[src/rtl/wb_pkg.sv]
// Shared types and helpers for the Wishbone register-file slave and its benches.
//   op_t / ret_t : bus operation and termination kinds used by traffic generators
//   state_t      : slave FSM states
//   sel_width, idx_shift : derive lane count and word-index shift from bus geometry
//   sel_merge    : lane-wise merge of two data words under a select mask
package wb_pkg;

    typedef enum logic [1:0] {OpIdle, OpRead, OpWrite} op_t;
    typedef enum logic [1:0] {RetNone, RetAck, RetErr} ret_t;
    typedef enum logic [1:0] {StIdle, StWait, StResp} state_t;

    // Widest bus the generic merge helper handles; callers zero-extend into it.
    localparam int unsigned MaxDataWidth = 256;
    localparam int unsigned MaxSelWidth  = 256;

    function automatic int unsigned sel_width(input int unsigned dw, input int unsigned gr);
        return dw / gr;
    endfunction

    function automatic int unsigned idx_shift(input int unsigned sw);
        return (sw > 1) ? $clog2(sw) : 0;
    endfunction

    // Bit b takes new_v when its lane (b / granule) is selected, else keeps old_v.
    function automatic logic [MaxDataWidth-1:0] sel_merge(
        input logic [MaxDataWidth-1:0] old_v,
        input logic [MaxDataWidth-1:0] new_v,
        input logic [MaxSelWidth-1:0]  sel,
        input int unsigned             granule
    );
        logic [MaxDataWidth-1:0] res;
        res = old_v;
        for (int unsigned b = 0; b < MaxDataWidth; b++) begin
            if (sel[b / granule]) begin
                res[b] = new_v[b];
            end
        end
        return res;
    endfunction

endpackage

[src/rtl/wb_sel_merge.sv]
// Combinational byte-lane merge: each lane of merged_o comes from new_i when its
// sel_i bit is set, otherwise from old_i. With old_i = 0 it acts as a read mask.
//   old_i    : value kept on unselected lanes
//   new_i    : value taken on selected lanes
//   sel_i    : one bit per GRANULE-wide lane
//   merged_o : merged result
module wb_sel_merge
    import wb_pkg::*;
#(
    parameter int unsigned DATA_WIDTH = 32,
    parameter int unsigned GRANULE    = 8
) (
    input  logic [DATA_WIDTH-1:0]         old_i,
    input  logic [DATA_WIDTH-1:0]         new_i,
    input  logic [DATA_WIDTH/GRANULE-1:0] sel_i,
    output logic [DATA_WIDTH-1:0]         merged_o
);

    always_comb begin
        merged_o = DATA_WIDTH'(sel_merge(MaxDataWidth'(old_i), MaxDataWidth'(new_i),
                                         MaxSelWidth'(sel_i), GRANULE));
    end

endmodule

[src/rtl/wb_slave_regfile.sv]
// Wishbone B4 slave register file with programmable wait states, classic or
// pipelined handshake, byte-lane writes and hardware-driven read-only slots.
//   clk_i, rst_i      : clock, asynchronous active-low reset
//   adr_i, dat_i      : byte address and write data
//   sel_i, we_i       : lane select and write enable
//   cyc_i, stb_i      : bus cycle and strobe
//   dat_o             : registered read data (valid with ack_o)
//   ack_o, err_o      : one-cycle registered terminations, mutually exclusive
//   stall_o           : busy indication in pipelined mode, 0 in classic mode
//   status_i          : hardware values shown by read-only slots
//   regs_o            : current view of every slot (RO slots mirror status_i)
module wb_slave_regfile
    import wb_pkg::*;
#(
    parameter int unsigned         ADDR_WIDTH  = 16,
    parameter int unsigned         DATA_WIDTH  = 32,
    parameter int unsigned         GRANULE     = 8,
    parameter int unsigned         NUM_REGS    = 8,
    parameter int unsigned         WAIT_STATES = 1,
    parameter int unsigned         PIPELINED   = 0,
    parameter logic [NUM_REGS-1:0] RO_MASK     = NUM_REGS'('h80)
) (
    input  logic                           clk_i,
    input  logic                           rst_i,
    input  logic [ADDR_WIDTH-1:0]          adr_i,
    input  logic [DATA_WIDTH-1:0]          dat_i,
    output logic [DATA_WIDTH-1:0]          dat_o,
    input  logic [DATA_WIDTH/GRANULE-1:0]  sel_i,
    input  logic                           we_i,
    input  logic                           cyc_i,
    input  logic                           stb_i,
    output logic                           ack_o,
    output logic                           err_o,
    output logic                           stall_o,
    input  logic [NUM_REGS*DATA_WIDTH-1:0] status_i,
    output logic [NUM_REGS*DATA_WIDTH-1:0] regs_o
);

    localparam int unsigned SelWidth = sel_width(DATA_WIDTH, GRANULE);
    localparam int unsigned IdxShift = idx_shift(SelWidth);
    localparam int unsigned IdxWidth = (NUM_REGS > 1) ? $clog2(NUM_REGS) : 1;
    localparam int unsigned RoPadW   = 2 ** IdxWidth;

    state_t                state_q, state_d;
    logic [3:0]            cnt_q, cnt_d;
    logic [IdxWidth-1:0]   idx_q;
    logic                  we_q;
    logic [SelWidth-1:0]   sel_q;
    logic [DATA_WIDTH-1:0] dat_q;
    logic                  req_err_q;
    logic                  ack_q, err_q;
    logic [DATA_WIDTH-1:0] rdata_q, rdata_d;
    logic [DATA_WIDTH-1:0] regs_q [NUM_REGS];

    logic [NUM_REGS-1:0][DATA_WIDTH-1:0] view;

    // Request decode on the live bus
    logic [ADDR_WIDTH-1:0] idx_full;
    logic [IdxWidth-1:0]   idx_in;
    logic [RoPadW-1:0]     ro_pad;
    logic                  misaligned, out_of_range, req_err, accept;

    assign idx_full     = adr_i >> IdxShift;
    assign idx_in       = idx_full[IdxWidth-1:0];
    assign ro_pad       = RoPadW'(RO_MASK);
    assign misaligned   = (adr_i & ADDR_WIDTH'(SelWidth - 1)) != '0;
    assign out_of_range = {1'b0, idx_full} >= (ADDR_WIDTH + 1)'(NUM_REGS);
    assign req_err      = misaligned | out_of_range | (we_i & ro_pad[idx_in]);

    assign stall_o = (PIPELINED != 0) && (state_q != StIdle);
    assign accept  = (state_q == StIdle) && cyc_i && stb_i && !stall_o;

    // With zero wait states RESP is entered on the acceptance edge, so the
    // commit/read path must see the live request rather than the latched copy.
    logic                  cur_we, cur_err;
    logic [IdxWidth-1:0]   cur_idx;
    logic [SelWidth-1:0]   cur_sel;
    logic [DATA_WIDTH-1:0] cur_dat;

    always_comb begin
        if (state_q == StIdle) begin
            cur_idx = idx_in;
            cur_we  = we_i;
            cur_sel = sel_i;
            cur_dat = dat_i;
            cur_err = req_err;
        end else begin
            cur_idx = idx_q;
            cur_we  = we_q;
            cur_sel = sel_q;
            cur_dat = dat_q;
            cur_err = req_err_q;
        end
    end

    logic go_resp, commit;
    assign go_resp = (accept && (WAIT_STATES == 0)) ||
                     ((state_q == StWait) && cyc_i && (cnt_q == 4'd1));
    assign commit  = go_resp && cur_we && !cur_err;

    logic [DATA_WIDTH-1:0] wmerged, rmasked;

    wb_sel_merge #(
        .DATA_WIDTH (DATA_WIDTH),
        .GRANULE    (GRANULE)
    ) u_wr_merge (
        .old_i    (regs_q[cur_idx]),
        .new_i    (cur_dat),
        .sel_i    (cur_sel),
        .merged_o (wmerged)
    );

    wb_sel_merge #(
        .DATA_WIDTH (DATA_WIDTH),
        .GRANULE    (GRANULE)
    ) u_rd_mask (
        .old_i    ('0),
        .new_i    (view[cur_idx]),
        .sel_i    (cur_sel),
        .merged_o (rmasked)
    );

    for (genvar k = 0; k < NUM_REGS; k++) begin : g_slot
        if (RO_MASK[k]) begin : g_ro
            assign view[k] = status_i[k*DATA_WIDTH +: DATA_WIDTH];
        end else begin : g_rw
            logic unused_status;
            assign view[k]       = regs_q[k];
            assign unused_status = ^status_i[k*DATA_WIDTH +: DATA_WIDTH];
        end
    end
    assign regs_o = view;

    always_comb begin
        state_d = state_q;
        cnt_d   = cnt_q;
        unique case (state_q)
            StIdle: begin
                if (accept) begin
                    cnt_d   = 4'(WAIT_STATES);
                    state_d = (WAIT_STATES == 0) ? StResp : StWait;
                end
            end
            StWait: begin
                if (!cyc_i) begin
                    state_d = StIdle;
                end else begin
                    cnt_d = cnt_q - 4'd1;
                    if (cnt_q == 4'd1) state_d = StResp;
                end
            end
            StResp:  state_d = StIdle;
            default: state_d = StIdle;
        endcase
    end

    assign rdata_d = (go_resp && !cur_err && !cur_we) ? rmasked : '0;

    always_ff @(posedge clk_i or negedge rst_i) begin
        if (!rst_i) begin
            state_q   <= StIdle;
            cnt_q     <= '0;
            idx_q     <= '0;
            we_q      <= 1'b0;
            sel_q     <= '0;
            dat_q     <= '0;
            req_err_q <= 1'b0;
            ack_q     <= 1'b0;
            err_q     <= 1'b0;
            rdata_q   <= '0;
            for (int k = 0; k < NUM_REGS; k++) regs_q[k] <= '0;
        end else begin
            state_q <= state_d;
            cnt_q   <= cnt_d;
            ack_q   <= go_resp && !cur_err;
            err_q   <= go_resp && cur_err;
            rdata_q <= rdata_d;
            if (accept) begin
                idx_q     <= idx_in;
                we_q      <= we_i;
                sel_q     <= sel_i;
                dat_q     <= dat_i;
                req_err_q <= req_err;
            end
            // Errors cover RO slots, so commit only ever touches RW registers.
            if (commit) regs_q[cur_idx] <= wmerged;
        end
    end

    assign ack_o = ack_q;
    assign err_o = err_q;
    assign dat_o = rdata_q;

endmodule

[config.mk]
export PLATFORM = sky130hd
export DESIGN_NAME = wb_slave_regfile
export DESIGN_NICKNAME = d
export VERILOG_FILES = /design/src/rtl/wb_pkg.sv /design/src/rtl/wb_sel_merge.sv /design/src/rtl/wb_slave_regfile.sv
export SDC_FILE = /design/constraint.sdc
export NUM_CORES = 1
export LEC_CHECK = 0
export BUFFER_PORTS_ARGS = -buffer_cell sky130_fd_sc_hd__buf_4
export CAP_MARGIN = 15
export CORE_AREA = 2 2 238 240
export DETAILED_ROUTE_END_ITERATION = 7
export DIE_AREA = 0 0 240 242
export PLACE_DENSITY = 0.6
export SLEW_MARGIN = 10
export SYNTH_ARGS = -nofsm -noshare
export SYNTH_HDL_FRONTEND = slang
export SYNTH_SLANG_ARGS = --single-unit
[constraint.sdc]
create_clock -name clk_i -period 7.3 [get_ports clk_i]
set_input_delay 1.095 -clock clk_i [delete_from_list [all_inputs] [get_ports clk_i]]
set_output_delay 1.095 -clock clk_i [all_outputs]
set_load 0.01 [all_outputs]
==> results by group <==
STA
  – Worst setup margin: 3.340 ns
  – Slew Viols, Final: 0
  – Setup TNS: 0 ns
  – Slew headroom: 24.28%
  – Clock skew: 0.01982 ns
  – Fmax: 252.5 MHz
  – Crit path time final: 3.960 ns
  – Endpoints failing setup: 0
  – RSZ-0062 raised after global routing: false
  – Final Hold Fails: 0
  – Period utilisation layout: 54.24%
  – Worst Tran Pin Value: 1.136 ns

Die
  – Site row count: 87
  – Initial core utilization: 31.77%
  – # IOs: 604
  – Die Y: 242 microns
  – Die width: 240 microns
  – Die area: 58080 sq um
  – Area of the core: 55730 sq um

Routing
  – Overall routed net length: 63.77 mm
  – Vias: 13600
  – Antenna viol nets, final: 0
  – Via density per instance: 5.116
  – Wire per inst: 23.98 microns
  – DRC Markers: 0
  – Initial DRT Pass Iterations: 6
  – 1st-iter DRT viols: 886

Logic synthesis
  – Synth Warn #: 0
  – Post-synth EDFFs: 0
  – Mapped Area: 17700 sq um
  – Flops & latches, synth: 337
  – Synth Net Count: 2110
  – Synth unique cells: 69
  – Synth Instances: 1795
  – Post-synthesis sequential area ratio: 47.63%
  – Top_reg_cell synth: dfrtp_1
  – Syn_area_per_cell: 9.863 sq um
  – Post-synth ARST share: 100.0%

Worst setup path
  – Worst Setup Start Kind: flip-flop
  – CP required: 7.69 ns
  – Max FO, Critical Path: 25
  – Crit. End Element: flip-flop
  – Kind of critical path: flip-flop to flip-flop
  – CP arrival: 4.35 ns

Global routing
  – Largest net degree at the start of global routing: 149
  – Initial antenna violation count: 6
  – GRT Total Usage: 21.48%
  – Number of global-route vias before repair: 13340
  – Overflow left after global routing: 0
  – First-pass GRT wire length: 91.02 mm

Finish
  – Fin cells: 2659
  – Area Overhead vs Synth: 17.62%
  – Most common cell after layout, fill and taps aside: buf_4
  – Core Util, Final: 37.36%
  – Commonest non-fill, non-tap cells in the layout: buf_4 (400), nand2_1 (372), dfrtp_1 (337), o21ai_0 (144), mux2_2 (95)
  – Share of cells above drive strength 1: 32.81%
  – Layout Nets: 2184

Clock network
  – Latest clock arrival within the worst-skew pair: 0.56 ns
  – Num CTS Buffers: 41
  – CTS Sinks: 337
  – Hold Buf Count CTS: 0
  – CTS HTree Levels: 2
  – CTS max path bufs: 3
  – # Post-CTS Setup Buffers: 0
  – CTS tree: done
  – Post-CTS resize count: 0
  – Clock Tree Root: clkbuf_16
  – Clk slew on worst S/H paths: 0.06 ns

Outcome
  – Outcome: complete, no violations

Place
  – RD Place Congestion: 0.8036
  – Setup Slack @ Placement: 2.976 ns
  – IO Port Bufs: 378
  – Placed cells: 2582
  – DP Wirelength: 40.96 mm

Power
  – Worst vdd ir: 141.4 uV
  – Pleak: 9.582 nW
  – Pwr/cell area: 264.5 nW/um^2
  – Tot Pwr: 5.508 mW

Worst hold path
  – Min-delay worst type: flip-flop to flip-flop

Job
  – Max cap viols: 0
worst max-delay path: stages, from the launching register on:
cell	delay, ns
dfrtp_1	0.85
or3b_1	0.26
and2_2	0.69
buf_4	0.52
nor2_2	0.07
buf_4	0.25
o2bb2ai_1	0.27
o41ai_4	0.63
o21ai_0	0.19
cell type report:
| cell class | instances | area (sq um) |
|---|---|---|
| clock inverters | 10 | 160.2 |
| well taps | 756 | 945.9 |
| fillers | 5590 | 34910 |
| multi-input cells | 1073 | 6923 |
| flip-flops and latches | 337 | 8433 |
| repair buffers | 402 | 3038 |
| diodes | 4 | 10.01 |
| clock buffers | 63 | 1261 |
| inverters | 14 | 52.55 |
stage by stage:
stage / hold slack [ns] / area (sq um)
floorplan: 0.4484 / 17700
global placement: 0.4603 / 19390
detailed placement: 0.4658 / 19390
CTS: 0.4786 / 20810
global route: 0.4947 / 20810
finish: 0.4791 / 20820
cells by family (layout without fill, tap and decap cells):
group           Yosys count  count (layout)  synth area share, %
flops                   337             337                47.63
mux                     144             144                8.813
compound gates          418             418                16.52
fa+ha+maj                 2               2               0.1413
buf+inv                 385             489                14.09
other cells               1               5              0.02118
simple gates            508             508                12.78
synthesized netlist by cell type (all sizes together), types with 3 or more instances:
master,n,area (sq um)
nor2,38,155.1
a2111oi,7,61.31
o2bb2ai,37,336.6
a22oi,20,150.1
a31oi,14,118.9
o21ai,148,744.5
and2,5,31.28
clkbuf,58,217.7
o221ai,4,35.03
nand3,21,105.1
a21oi,61,305.3
a22o,3,26.28
o221a,4,45.04
dfrtp,337,8433
and3,16,100.1
mux2,95,1070
o22ai,6,37.54
nor3,23,115.1
mux2i,49,490.5
o41ai,14,261.5
or4b,3,30.03
nand2,375,1410
a221o,6,60.06
o31ai,67,508.0
buf,313,2225
a21o,10,75.07
nor4,13,192.7
inv,14,52.55
nand2b,3,18.77
registers in the layout, summed over array words and instances (netlist names):
signal,cells
idx_q,3
sel_q,4
regs_q,32
req_err_q,1
state_q,2
ack_o,1
err_o,1
dat_o,32
dat_q,32
cnt_q,4
regs_o,224
we_q,1
per-layer routing:
| metal | routed length, microns | up-vias | GRT usage (%) |
|---|---|---|---|
| li1 | - | 6175 | - |
| met3 | 5166 | 140 | 5.606 |
| met2 | 30410 | 596 | 34.97 |
| met4 | 2428 | 0 | 8.403 |
| met1 | 25770 | 6693 | 27.12 |
| met5 | 0 | - | 0 |
path summary, 6_finish.rpt:
path | startpoint | to | slack, ns | depth (start not counted)
min in group asynchronous | rst_i | regs_o[44] | 0.54 | 1
max in group asynchronous | rst_i | regs_o[209] | 5.32 | 2
min reg2reg | regs_q[5] | regs_q[5] | 0.48 | 2
min | regs_q[5] | regs_q[5] | 0.48 | 2
max | state_q[0] | regs_o[220] | 3.34 | 8
max reg2reg | state_q[0] | regs_o[220] | 3.34 | 8
report_power, final:
group	internal [mW]	total, mW	switching (mW)
sequential	1.96	2.04	0.0801
clock	1.33	2.16	0.829
combinational	0.388	1.30	0.917
total	3.68	5.51	1.83
No activity file was read; power rests on OpenSTA's default activity.
